<file path="config.mk">
export PLATFORM = sky130hd
export DESIGN_NAME = if_fetch_stage
export DESIGN_NICKNAME = d
export VERILOG_FILES = /design/src/rtl/if_fetch_stage_pkg.sv /design/src/rtl/cla16b.sv /design/src/rtl/if_skid_buf.sv /design/src/rtl/if_fetch_stage.sv
export SDC_FILE = /design/constraint.sdc
export NUM_CORES = 1
export LEC_CHECK = 0
export CORE_AREA = 2 2 109 111
export DETAILED_ROUTE_END_ITERATION = 6
export DIE_AREA = 0 0 111 113
export MAX_ROUTING_LAYER = met4
export PLACE_DENSITY = 0.82
export SLEW_MARGIN = 0
export SYNTH_ARGS = -nofsm -noshare
export SYNTH_HDL_FRONTEND = slang
export SYNTH_HIERARCHICAL = 1
export SYNTH_SLANG_ARGS = --single-unit
</file>
<file path="constraint.sdc">
create_clock -name clk -period 7.1 [get_ports clk]
set_input_delay 0.71 -clock clk [delete_from_list [all_inputs] [get_ports clk]]
set_output_delay 0.71 -clock clk [all_outputs]
set_load 0.01 [all_outputs]
</file>
<file path="src/rtl/if_fetch_stage_pkg.sv">
// Shared types for the instruction-fetch stage: word width, NOP encoding, fetch FSM states.
package if_fetch_stage_pkg;

  localparam int WORD_W = 16;

  typedef logic [WORD_W-1:0] word_t;

  localparam word_t NOP_INSTR = 16'h0800;

  typedef enum logic {
    IDLE = 1'b0,
    WAIT = 1'b1
  } fetch_state_t;

  // One fetched instruction together with its return address.
  typedef struct packed {
    word_t instr;
    word_t pc2;
  } fetch_dat_t;

  function automatic fetch_dat_t bubble_dat();
    fetch_dat_t d;
    d.instr = NOP_INSTR;
    d.pc2   = '0;
    return d;
  endfunction

endpackage

</file>
<file path="src/rtl/cla16b.sv">
// 16-bit carry-lookahead adder: 4-bit groups with lookahead across groups; sum wraps at 16 bits.
// Pure combinational, no flow control.
module cla16b (
  input  logic [15:0] a,
  input  logic [15:0] b,
  input  logic        cin,
  output logic [15:0] sum,
  output logic        cout
);

  logic [15:0] g;
  logic [15:0] p;
  logic [15:0] c;
  logic [3:0]  gg;
  logic [3:0]  pg;
  logic [4:0]  cb;

  always_comb begin
    g  = a & b;
    p  = a ^ b;
    gg = '0;
    pg = '0;
    cb = '0;
    c  = '0;
    for (int k = 0; k < 4; k++) begin
      gg[k] = g[4*k+3] | (p[4*k+3] & g[4*k+2]) | (p[4*k+3] & p[4*k+2] & g[4*k+1])
            | (p[4*k+3] & p[4*k+2] & p[4*k+1] & g[4*k]);
      pg[k] = &p[4*k +: 4];
    end
    cb[0] = cin;
    for (int k = 0; k < 4; k++) begin
      cb[k+1] = gg[k] | (pg[k] & cb[k]);
    end
    // Group carries come from the lookahead chain; bits inside a group ripple.
    for (int i = 0; i < 16; i++) begin
      if ((i % 4) == 0) c[i] = cb[i/4];
      else              c[i] = g[i-1] | (p[i-1] & c[i-1]);
    end
    sum  = p ^ c;
    cout = cb[4];
  end

endmodule

</file>
<file path="src/rtl/if_skid_buf.sv">
// Single-entry skid buffer for a fetched instruction; load/drain next edge, clear wins over load.
// No backpressure of its own: caller must not load while full unless draining.
module if_skid_buf
  import if_fetch_stage_pkg::*;
(
  input  logic       clk,
  input  logic       rst,
  input  logic       load,
  input  logic       drain,
  input  logic       clear,
  input  fetch_dat_t in_dat,
  output logic       skid_vld,
  output fetch_dat_t skid_dat
);

  always_ff @(posedge clk or posedge rst) begin
    if (rst) begin
      skid_vld <= 1'b0;
      skid_dat <= bubble_dat();
    end else if (clear) begin
      skid_vld <= 1'b0;
    end else if (load) begin
      skid_vld <= 1'b1;
      skid_dat <= in_dat;
    end else if (drain) begin
      skid_vld <= 1'b0;
    end
  end

endmodule

</file>
<file path="src/rtl/if_fetch_stage.sv">
// Instruction fetch into IF/ID: 1-cycle on memory hit, PcStall held while a fetch is outstanding.
// Decode stall parks one completed fetch in a skid buffer; IF_STALL_CNT_EN adds IfStallCnt.
module if_fetch_stage
  import if_fetch_stage_pkg::*;
(
  input  logic        clk,
  input  logic        rst,
  input  logic [15:0] PC,
  input  logic        Flush,
  input  logic        IdStall,
  input  logic        MemDone,
  input  logic        MemStall,
  input  logic [15:0] MemData,
  output logic        MemRd,
  output logic [15:0] MemAddr,
  output logic        PcStall,
  output logic [15:0] IfId_Instr,
  output logic [15:0] IfId_PC2,
  output logic        IfId_Valid
`ifdef IF_STALL_CNT_EN
  ,
  output logic [15:0] IfStallCnt
`endif
);

  fetch_state_t state;
  word_t        addr_q;
  logic         kill;
  logic         done;
  logic         accept;
  word_t        pc2_nxt;
  logic         pc2_cout;
  logic         skid_vld;
  fetch_dat_t   skid_dat;
  fetch_dat_t   mem_dat;
  logic         unused_sink;

  // A new fetch may only start when the skid has room for its result.
  always_comb begin
    MemRd   = (state == WAIT) || (!skid_vld && !Flush);
    MemAddr = (state == WAIT) ? addr_q : PC;
    done    = MemRd && MemDone;
    accept  = done && !kill && !Flush;
    PcStall = !accept;
    mem_dat.instr = MemData;
    mem_dat.pc2   = pc2_nxt;
  end

  cla16b u_pc2_add (
    .a    (MemAddr),
    .b    (16'd2),
    .cin  (1'b0),
    .sum  (pc2_nxt),
    .cout (pc2_cout)
  );

  if_skid_buf u_skid (
    .clk      (clk),
    .rst      (rst),
    .load     (accept && IdStall),
    .drain    (!Flush && !IdStall && skid_vld),
    .clear    (Flush),
    .in_dat   (mem_dat),
    .skid_vld (skid_vld),
    .skid_dat (skid_dat)
  );

  always_ff @(posedge clk or posedge rst) begin
    if (rst) begin
      state      <= IDLE;
      addr_q     <= '0;
      kill       <= 1'b0;
      IfId_Instr <= NOP_INSTR;
      IfId_PC2   <= '0;
      IfId_Valid <= 1'b0;
    end else begin
      case (state)
        IDLE: begin
          if (MemRd) begin
            addr_q <= PC;
            if (!MemDone) state <= WAIT;
          end
        end
        WAIT: begin
          if (MemDone) state <= IDLE;
        end
        default: state <= IDLE;
      endcase

      // A flush that lands mid-fetch poisons only that fetch's eventual return.
      if (done) kill <= 1'b0;
      else if (Flush && (state == WAIT)) kill <= 1'b1;

      if (Flush) begin
        IfId_Instr <= NOP_INSTR;
        IfId_PC2   <= '0;
        IfId_Valid <= 1'b0;
      end else if (!IdStall) begin
        if (skid_vld) begin
          IfId_Instr <= skid_dat.instr;
          IfId_PC2   <= skid_dat.pc2;
          IfId_Valid <= 1'b1;
        end else if (accept) begin
          IfId_Instr <= MemData;
          IfId_PC2   <= pc2_nxt;
          IfId_Valid <= 1'b1;
        end else begin
          IfId_Instr <= NOP_INSTR;
          IfId_PC2   <= '0;
          IfId_Valid <= 1'b0;
        end
      end
    end
  end

`ifdef IF_STALL_CNT_EN
  always_ff @(posedge clk or posedge rst) begin
    if (rst) begin
      IfStallCnt <= '0;
    end else if (((MemRd && !MemDone) || MemStall) && (IfStallCnt != 16'hFFFF)) begin
      IfStallCnt <= IfStallCnt + 16'd1;
    end
  end
`endif

  assign unused_sink = &{1'b0, MemStall, pc2_cout};

endmodule
</file>
# Word level (Yosys, flattened, before mapping)
# Index checks and enable logic that the tools add are counted.
dict set report classes {
  n_mux 21
  n_bitwise 18
  eq_ne 1
  n_reduce_logical 20
}
# op n
set op_table {}
lappend op_table {{2-to-1 mux 16 bit} 9}
lappend op_table {{bitwise XOR 16 bit} 1}
lappend op_table {{AND 1 bit} 14}
lappend op_table {{2-to-1 mux 1 bit} 11}
lappend op_table {{logical AND 1 bit} 8}
lappend op_table {{AND reduction 4 bit} 2}
lappend op_table {{zero test 1 bit} 5}
lappend op_table {{AND reduction 2 bit} 2}
lappend op_table {{NOT 1 bit} 3}
lappend op_table {{nonzero test 3 bit} 1}
lappend op_table {{inequality test 2 bit, second input constant} 1}
lappend op_table {{one-hot mux 1 bit (2 select lines)} 1}
lappend op_table {{nonzero test 2 bit} 1}
lappend op_table {{logical OR 1 bit} 1}
dict set report totals {
  input_bits 38
  reg_bits 84
  elab_cells 69
  out_inout_bits 51
}

# Logic depth before layout (Yosys ltp)
# Gate-level depths: netlist of run 1.
dict set report logic_depth {
  word_depth 13
  depth_mapped 14
}

# By module
# Netlist of run 1, hierarchy kept.
# mod area_per_inst_um2 cells_each seq_area_each_um2 instances
set modules_own_cells {}
lappend modules_own_cells {if_fetch_stage 3131.8 258 1277.5 1}
lappend modules_own_cells {if_skid_buf 1403.8 74 827.0 1}
lappend modules_own_cells {cla16b 693.2 72 0.0 1}

# Worst setup path after synthesis of run 1
# No wires, ideal clock.
dict set report synth_path {
  path_kind {register to register}
  start {register state}
  end {register u_skid/skid_dat[15] (netlist name)}
  arrival_ns 3.391
  stages_incl_launch_ff 14
  setup_slack_ns 3.584
  required_time_ns 6.975
  path_cell_list {dfrtp_1 > buf_2 > buf_2 > mux2_2 > ha_1 > nand4_1 > nor3_1 > o31ai_2 > nand3_2 > fa_1 > fa_1 > fa_1 > xor2_1 > mux2_4}
}
dict set report synth_via {
  elab_cells_between_ends 17
}
# element line_no
set synth_rtl {}
lappend synth_rtl {{start: declaration} if_fetch_stage.sv:26} ;# fetch_state_t state;
lappend synth_rtl {{start signal: assignment} if_fetch_stage.sv:70} ;# state <= IDLE;
lappend synth_rtl {{start signal: assignment} if_fetch_stage.sv:81} ;# if (!MemDone) state <= WAIT;
lappend synth_rtl {{start signal: assignment} if_fetch_stage.sv:85} ;# if (MemDone) state <= IDLE;
lappend synth_rtl {{2-to-1 mux 16 bit} if_fetch_stage.sv:41} ;# MemAddr = (state == WAIT) ? addr_q : PC;
lappend synth_rtl {{via MemAddr[7]} if_fetch_stage.sv:15} ;# output logic [15:0] MemAddr,
lappend synth_rtl {{AND reduction 4 bit} cla16b.sv:28} ;# pg[k] = &p[4*k +: 4];
lappend synth_rtl {{AND 1 bit (2 in series)} cla16b.sv:32} ;# cb[k+1] = gg[k] | (pg[k] & cb[k]);
lappend synth_rtl {{AND 1 bit (3 in series)} cla16b.sv:37} ;# else c[i] = g[i-1] | (p[i-1] & c[i-1]);
lappend synth_rtl {{bitwise XOR 16 bit} cla16b.sv:39} ;# sum = p ^ c;
lappend synth_rtl {{via pc2_nxt[15]} if_fetch_stage.sv:31} ;# word_t pc2_nxt;
# The timed path passes the listed nets, and every way through them passes these cells.
# A chain may end at the register's enable or synchronous reset.

# Final worst setup path of run 1
dict set report layout_path {
  start {input PC[2]}
  end {register IfId_PC2[15]}
}
dict set report layout_via {
  elab_chain_cells 13
}
# element line_no
set layout_rtl {}
lappend layout_rtl {{start: declaration} if_fetch_stage.sv:8} ;# input logic [15:0] PC,
lappend layout_rtl {{2-to-1 mux 16 bit} if_fetch_stage.sv:41}
lappend layout_rtl {{AND 1 bit} --}
lappend layout_rtl {{AND 1 bit} cla16b.sv:26} ;# gg[k] = g[4*k+3] | (p[4*k+3] & g[4*k+2]) | (p[4*k+3] & p[4*k+2] & g[4*k+1])
lappend layout_rtl {{AND 1 bit (2 in series)} cla16b.sv:32}
lappend layout_rtl {{AND 1 bit (3 in series)} cla16b.sv:37}
lappend layout_rtl {{bitwise XOR 16 bit} cla16b.sv:39}
lappend layout_rtl {{via pc2_nxt[15]} if_fetch_stage.sv:31}
lappend layout_rtl {{2-to-1 mux 16 bit} if_fetch_stage.sv:103} ;# end else if (accept) begin
lappend layout_rtl {{2-to-1 mux 16 bit} if_fetch_stage.sv:99} ;# if (skid_vld) begin
lappend layout_rtl {{2-to-1 mux 16 bit} if_fetch_stage.sv:98} ;# end else if (!IdStall) begin
lappend layout_rtl {{2-to-1 mux 16 bit} if_fetch_stage.sv:94} ;# if (Flush) begin
lappend layout_rtl {{end signal: assignment} if_fetch_stage.sv:101} ;# IfId_PC2 <= skid_dat.pc2;
lappend layout_rtl {{end signal: assignment} if_fetch_stage.sv:105} ;# IfId_PC2 <= pc2_nxt;
lappend layout_rtl {{end: declaration} if_fetch_stage.sv:18} ;# output logic [15:0] IfId_PC2,
# The timed path passes the listed nets, and every way through them passes these cells. The select of a mux whose other input is x is not followed.

==> results.md, run 1 <==
- Hold Path End: u_skid/skid_dat[19]
- Syn Inst Count: 396
- RR Startpoint: state
- Vias in the first global route: 3656
- Num rows: 39
- Worst setup SP type: primary input
- Max_cap viols: 0
- Die Wd: 111 um
- Run status: completed
- Num CTS Buffers: 9
- Proportion of layout cells with a drive suffix above 1: 26.6%
- Pre-Repair DR Iteration Count: 4
- Placed insts: 624
- Initial drt markers: 225
- Clk_lat worst skew: 0.34 ns
- Residual DRC: 0
- Clock root cell: clkbuf_16
- WHS Path Cells: 1
- Core area: 11300 um2
- Power Dens Cells: 256 nW/um2
- Fin. Hold Viols: 0
- # IOs: 89
- Final wirelength: 11000 um
- Static leakage: 2.79 nW
- Number of H-tree levels: 3
- Clock sink total: 84
- Post-synthesis area per instance: 13.0 um2
- Post-DRT Antenna Nets: 0
- Drt wl/cell: 17.2 um
- Clock Pin Slew Worst Setup and Hold Paths: 0.06 ns
- Reg2Reg Setup Slack: 3.29 ns
- Post-route insts no fill: 640
- Final min period: 3.88 ns
- Die ar.: 12500 um2
- Initial antenna violation count: 0
- Buffers inserted by post-CTS timing repair: 0
- Post-CTS Resized: 0
- GP Congestion: 0.691
- Die Span Y: 113 um
- Detailed placement HPWL: 7000 um
- Largest net degree at the start of global routing: 101
- # setup viols final: 0
- WS Path Type: in -> reg
- Initial Util: 45.7%
- Via density: 5.27
- GRT Util Overall: 19.1%
- Crit Path Max Fanout: 3
- Fin. max-slew vios: 0
- Worst setup EP type: register
- Synth-to-layout area growth: 25.2%
- VDD IR max: 204 uV
- Fmax: 258 MHz
- RSZ-0062 raised after global routing: no
- Vias: 3373
- Worst-Margin Slew: 1.26 ns
- Final net count: 555
- First-pass GRT wire length: 18600 um
- Yosys warnings: 6
- Final Cycle Share: 54.6%
- WP data arrival: 4.14 ns
- Clock Skew: 0.0118 ns
- Source of the worst hold timing path: u_skid/skid_dat[19]
- Max-slew headroom: 15.3%
- Worst r2r path cells: 13
- Remaining Overflow, GRT: 0
- # port buffers: 87
- Diodes inserted: 0
- Cts hold-fix bufs: 0
- Worst R2R End: IfId_PC2[15]
- Mapped Area: 5150 um2
- CTS Buffer Depth: 2
- CP required: 7.36 ns
- Setup TNS: 0 ns
- Hold/Removal Path Class: reg -> reg
- CTS tree: built
per-layer routing:
metal	routed length (um)	track usage [%]
met3	464	4.61
met5	0	-
met1	4910	24.0
met2	5580	31.9
met4	62	3.92
state kept, by name, summed over array words and instances (netlist names):
| signal | flops |
|---|---|
| IfId_Instr | 16 |
| IfId_PC2 | 16 |
| IfId_Valid | 1 |
| addr_q | 16 |
| kill | 1 |
| state | 1 |
| u_skid/skid_dat | 32 |
| u_skid/skid_vld | 1 |
stage by stage:
stage	area [um2]	util (%)	hold slack, ns	total power, mW	setup slack, ns
after floorplan	5250	-	0.473	0.944	3.60
after global placement	6080	53.9	0.483	1.05	2.95
after detailed placement	6080	53.9	0.486	1.08	2.88
after CTS	6450	57.2	0.504	1.67	3.23
after global routing	6450	57.2	0.521	1.74	3.11
final	6450	57.2	0.502	1.65	3.22
report_power, final:
part | switching, mW | leakage (nW) | total [mW] | internal (mW)
Sequential | 0.0525 | 1.06 | 0.635 | 0.583
Combinational | 0.178 | 1.54 | 0.436 | 0.258
Clock | 0.194 | 0.183 | 0.583 | 0.390
worst max-delay path: stages:
cell and delay, ns:
clkdlybuf4s50_1 0.41, mux2_2 0.30, ha_1 0.32, a21oi_1 0.15
nor2b_1 0.09, o31ai_2 0.24, nand3_2 0.14, fa_1 0.39
fa_1 0.39, fa_1 0.40, xor2_1 0.29, nand2b_1 0.12
o211ai_2 0.16
layout make-up:
cell class | count | area, um2
Clock inverter | 6 | 134
Fill cell | 930 | 4820
Tap cell | 143 | 179
Clock buffer | 10 | 239
Sequential cell | 84 | 2100
Multi-Input combinational cell | 285 | 2820
Inverter | 18 | 67.6
Timing Repair Buffer | 94 | 913
placed cells by master (no fill, tap or decap), drive strengths merged, types with 12 or more instances in the layout:
cell type	n
clkdlybuf4s50	85
dfrtp	82
mux2	64
nand2b	33
nand3b	31
or4bb	31
o211ai	31
conb	27
inv	19
ha	13
fa	12
worst max-delay path by stage:
stage,start,endpoint,slack (ns)
2_1_floorplan,state,u_skid/skid_dat[15],3.60
3_3_place_gp,PC[2],IfId_PC2[15],2.95
3_5_place_dp,PC[2],IfId_PC2[15],2.88
4_1_cts,PC[2],IfId_PC2[15],3.23
5_1_grt,PC[2],IfId_PC2[15],3.11
6_report,PC[2],IfId_PC2[15],3.22
(Power assumes the default switching activity.)
==> run 2: changes to the inputs <==
Clock period 7.1 ns to 4 ns, I/O delays scaled along.
==> run 2 against run 1 <==
  * Wire length up 1.1%
  * Setup slack worse by 2.9 ns
  * Highest routed layer unchanged
  * Register-to-register slack worse by 3.0 ns
  * Cell count up 0.47%
  * Flip-flop and latch count unchanged
  * Clock power up 31%
==> results.md, run 2 (synthesized netlist as in run 1, its figures left out) <==
- Run status: completed
- Die ar.: 12500 um2
- Tot Pwr: 2.67 mW
- # setup viols final: 0
- # port buffers: 87
- Num CTS Buffers: 9
- Die Wd: 111 um
- Worst path slowest cell: dfrtp_2
- Initial Util: 45.7%
- Num rows: 39
- WP data arrival: 3.92 ns
- CP dominant cell by count: fa_1
- Worst r2r path cells: 13
- Fin. Hold Viols: 0
- Sequential Area: 2110 um2
- Fin. max-slew vios: 0
- CTS tree: built
- VDD IR max: 227 uV
- Pre-Repair DR Iteration Count: 4
- Cts hold-fix bufs: 0
- Remaining Overflow, GRT: 0
- Most common cell after layout, fill and taps aside: clkdlybuf4s50_1
- Hold slack: 0.388 ns
- Final wirelength: 11100 um
- Synth-to-layout area growth: 23.6%
- Clock Pin Slew Worst Setup and Hold Paths: 0.06 ns
- Power Dens Cells: 419 nW/um2
- Core area: 11300 um2
- First-pass GRT wire length: 18600 um
- Max_cap viols: 0
- Number of H-tree levels: 3
- CTS Buffer Depth: 2
- Proportion of layout cells with a drive suffix above 1: 27.0%
- Area of the multi-input gates: 2820 um2
- WHS Path Cells: 4
- RSZ-0062 raised after global routing: no
- Post-DRT Antenna Nets: 0
- Final Cycle Share: 91.9%
- # IOs: 89
- Drt wl/cell: 17.3 um
- GP Congestion: 0.725
- Clock Skew: 0.00634 ns
- Layout filler cell count: 934
- Worst path cell trace: buf_4, mux2_2, ha_1, nand4_1, nor3_1, o31ai_2, nand3_2, fa_1, fa_1, fa_1, xor2_1, nand2b_1, o211ai_2
- GRT Util Overall: 19.1%
- Final net count: 558
- Initial antenna violation count: 0
- Commonest non-fill, non-tap cells in the layout: clkdlybuf4s50_1, dfrtp_1, mux2_2, nand2b_1
- Max-slew headroom: 45.4%
- Detailed placement HPWL: 7350 um
- Clock sink total: 84
- Static leakage: 2.75 nW
- Clock root cell: clkbuf_16
- Die Span Y: 113 um
- Worst-Margin Slew: 0.819 ns
- WS Path Type: reg -> reg
- Worst setup SP type: register
- CP required: 4.25 ns
- Residual DRC: 0
- Via density: 5.29
- Most flop-heavy register: u_skid/skid_dat
- Setup TNS: 0 ns
- Diodes inserted: 0
- Largest register FFs: 32
- Fmax: 272 MHz
- Hold/Removal Path Class: in -> reg
- Vias: 3404
- Crit Path Max Fanout: 9
- Final min period: 3.68 ns
- Clk_lat worst skew: 0.33 ns
- Largest net degree at the start of global routing: 100
- CP peak stage delay: 0.49 ns
- Initial drt markers: 218
- Worst setup EP type: register
- Vias in the first global route: 3685
-- run 2: changes by cell type in the layout (fill, tap and decap cells not counted), sizes merged --
| cell | before | now |
|---|---|---|
| clkinv | 1 | 4 |
| buf | 9 | 12 |
| clkinvlp | 0 | 1 |
| inv | 19 | 18 |
| clkbuf | 10 | 11 |
| bufinv | 4 | 0 |
-- run 2: critical path, delay by kind of cell, from the launching register on --
kind	cells	cell delay [ns]
adders and majority gates	4	1.54
and+or+nand+nor	4	0.44
xor gates and xnor gates	1	0.27
muxes	1	0.37
buffers and inverters	1	0.23
AOI/OAI and AO/OA	2	0.25
DFF	1	0.49
-- run 2: timing repair --
item / in CTS / in global routing
gates resized for setup: 0 / 1
setup endpoints to repair: 0 / 1
buffers inserted: 0 / 0
endpoints found under the hold margin: 0 / 0
-- run 2: power breakdown --
group | total, mW | internal [mW] | switching (mW)
combinational | 0.775 | 0.459 | 0.316
clock | 0.764 | 0.433 | 0.330
sequential | 1.13 | 1.04 | 0.0967
-- run 2: final cells by class --
class | instances | share of cell area, %
clock buffer | 11 | 3.81
clock inverter | 5 | 0.432
inverter | 18 | 1.06
multi-input combinational | 285 | 44.2
sequential | 84 | 33.0
tap | 143 | 2.81
timing repair buffer | 97 | 14.7
-- run 2: metrics by stage --
step	cells	setup slack (ns)	util [%]	area [um2]
floorplan	421	0.501	-	5250
global placement	627	0.205	54.1	6100
detailed placement	627	0.193	54.1	6100
CTS	643	0.188	56.5	6370
global route	643	0.100	56.5	6370
finish	643	0.324	56.5	6370
-- run 2: per-layer routing --
metal / track usage, % / routed length (um) / vias up
li1: - / - / 1587
met1: 23.8 / 4920 / 1732
met2: 31.9 / 5650 / 77
met3: 4.07 / 463 / 8
met4: 5.08 / 100 / 0
met5: - / 0 / -
-- run 2: worst paths after layout --
kind,startpoint,to,slack [ns]
worst max-delay path,state,IfId_PC2[15],0.32
worst min-delay path,Flush,u_skid/skid_vld,0.39
worst max register to register,state,IfId_PC2[15],0.32
worst min register to register,addr_q[2],addr_q[2],0.50
max in group asynchronous,rst,IfId_Instr[11],2.59
min in group asynchronous,rst,u_skid/skid_dat[29],0.53
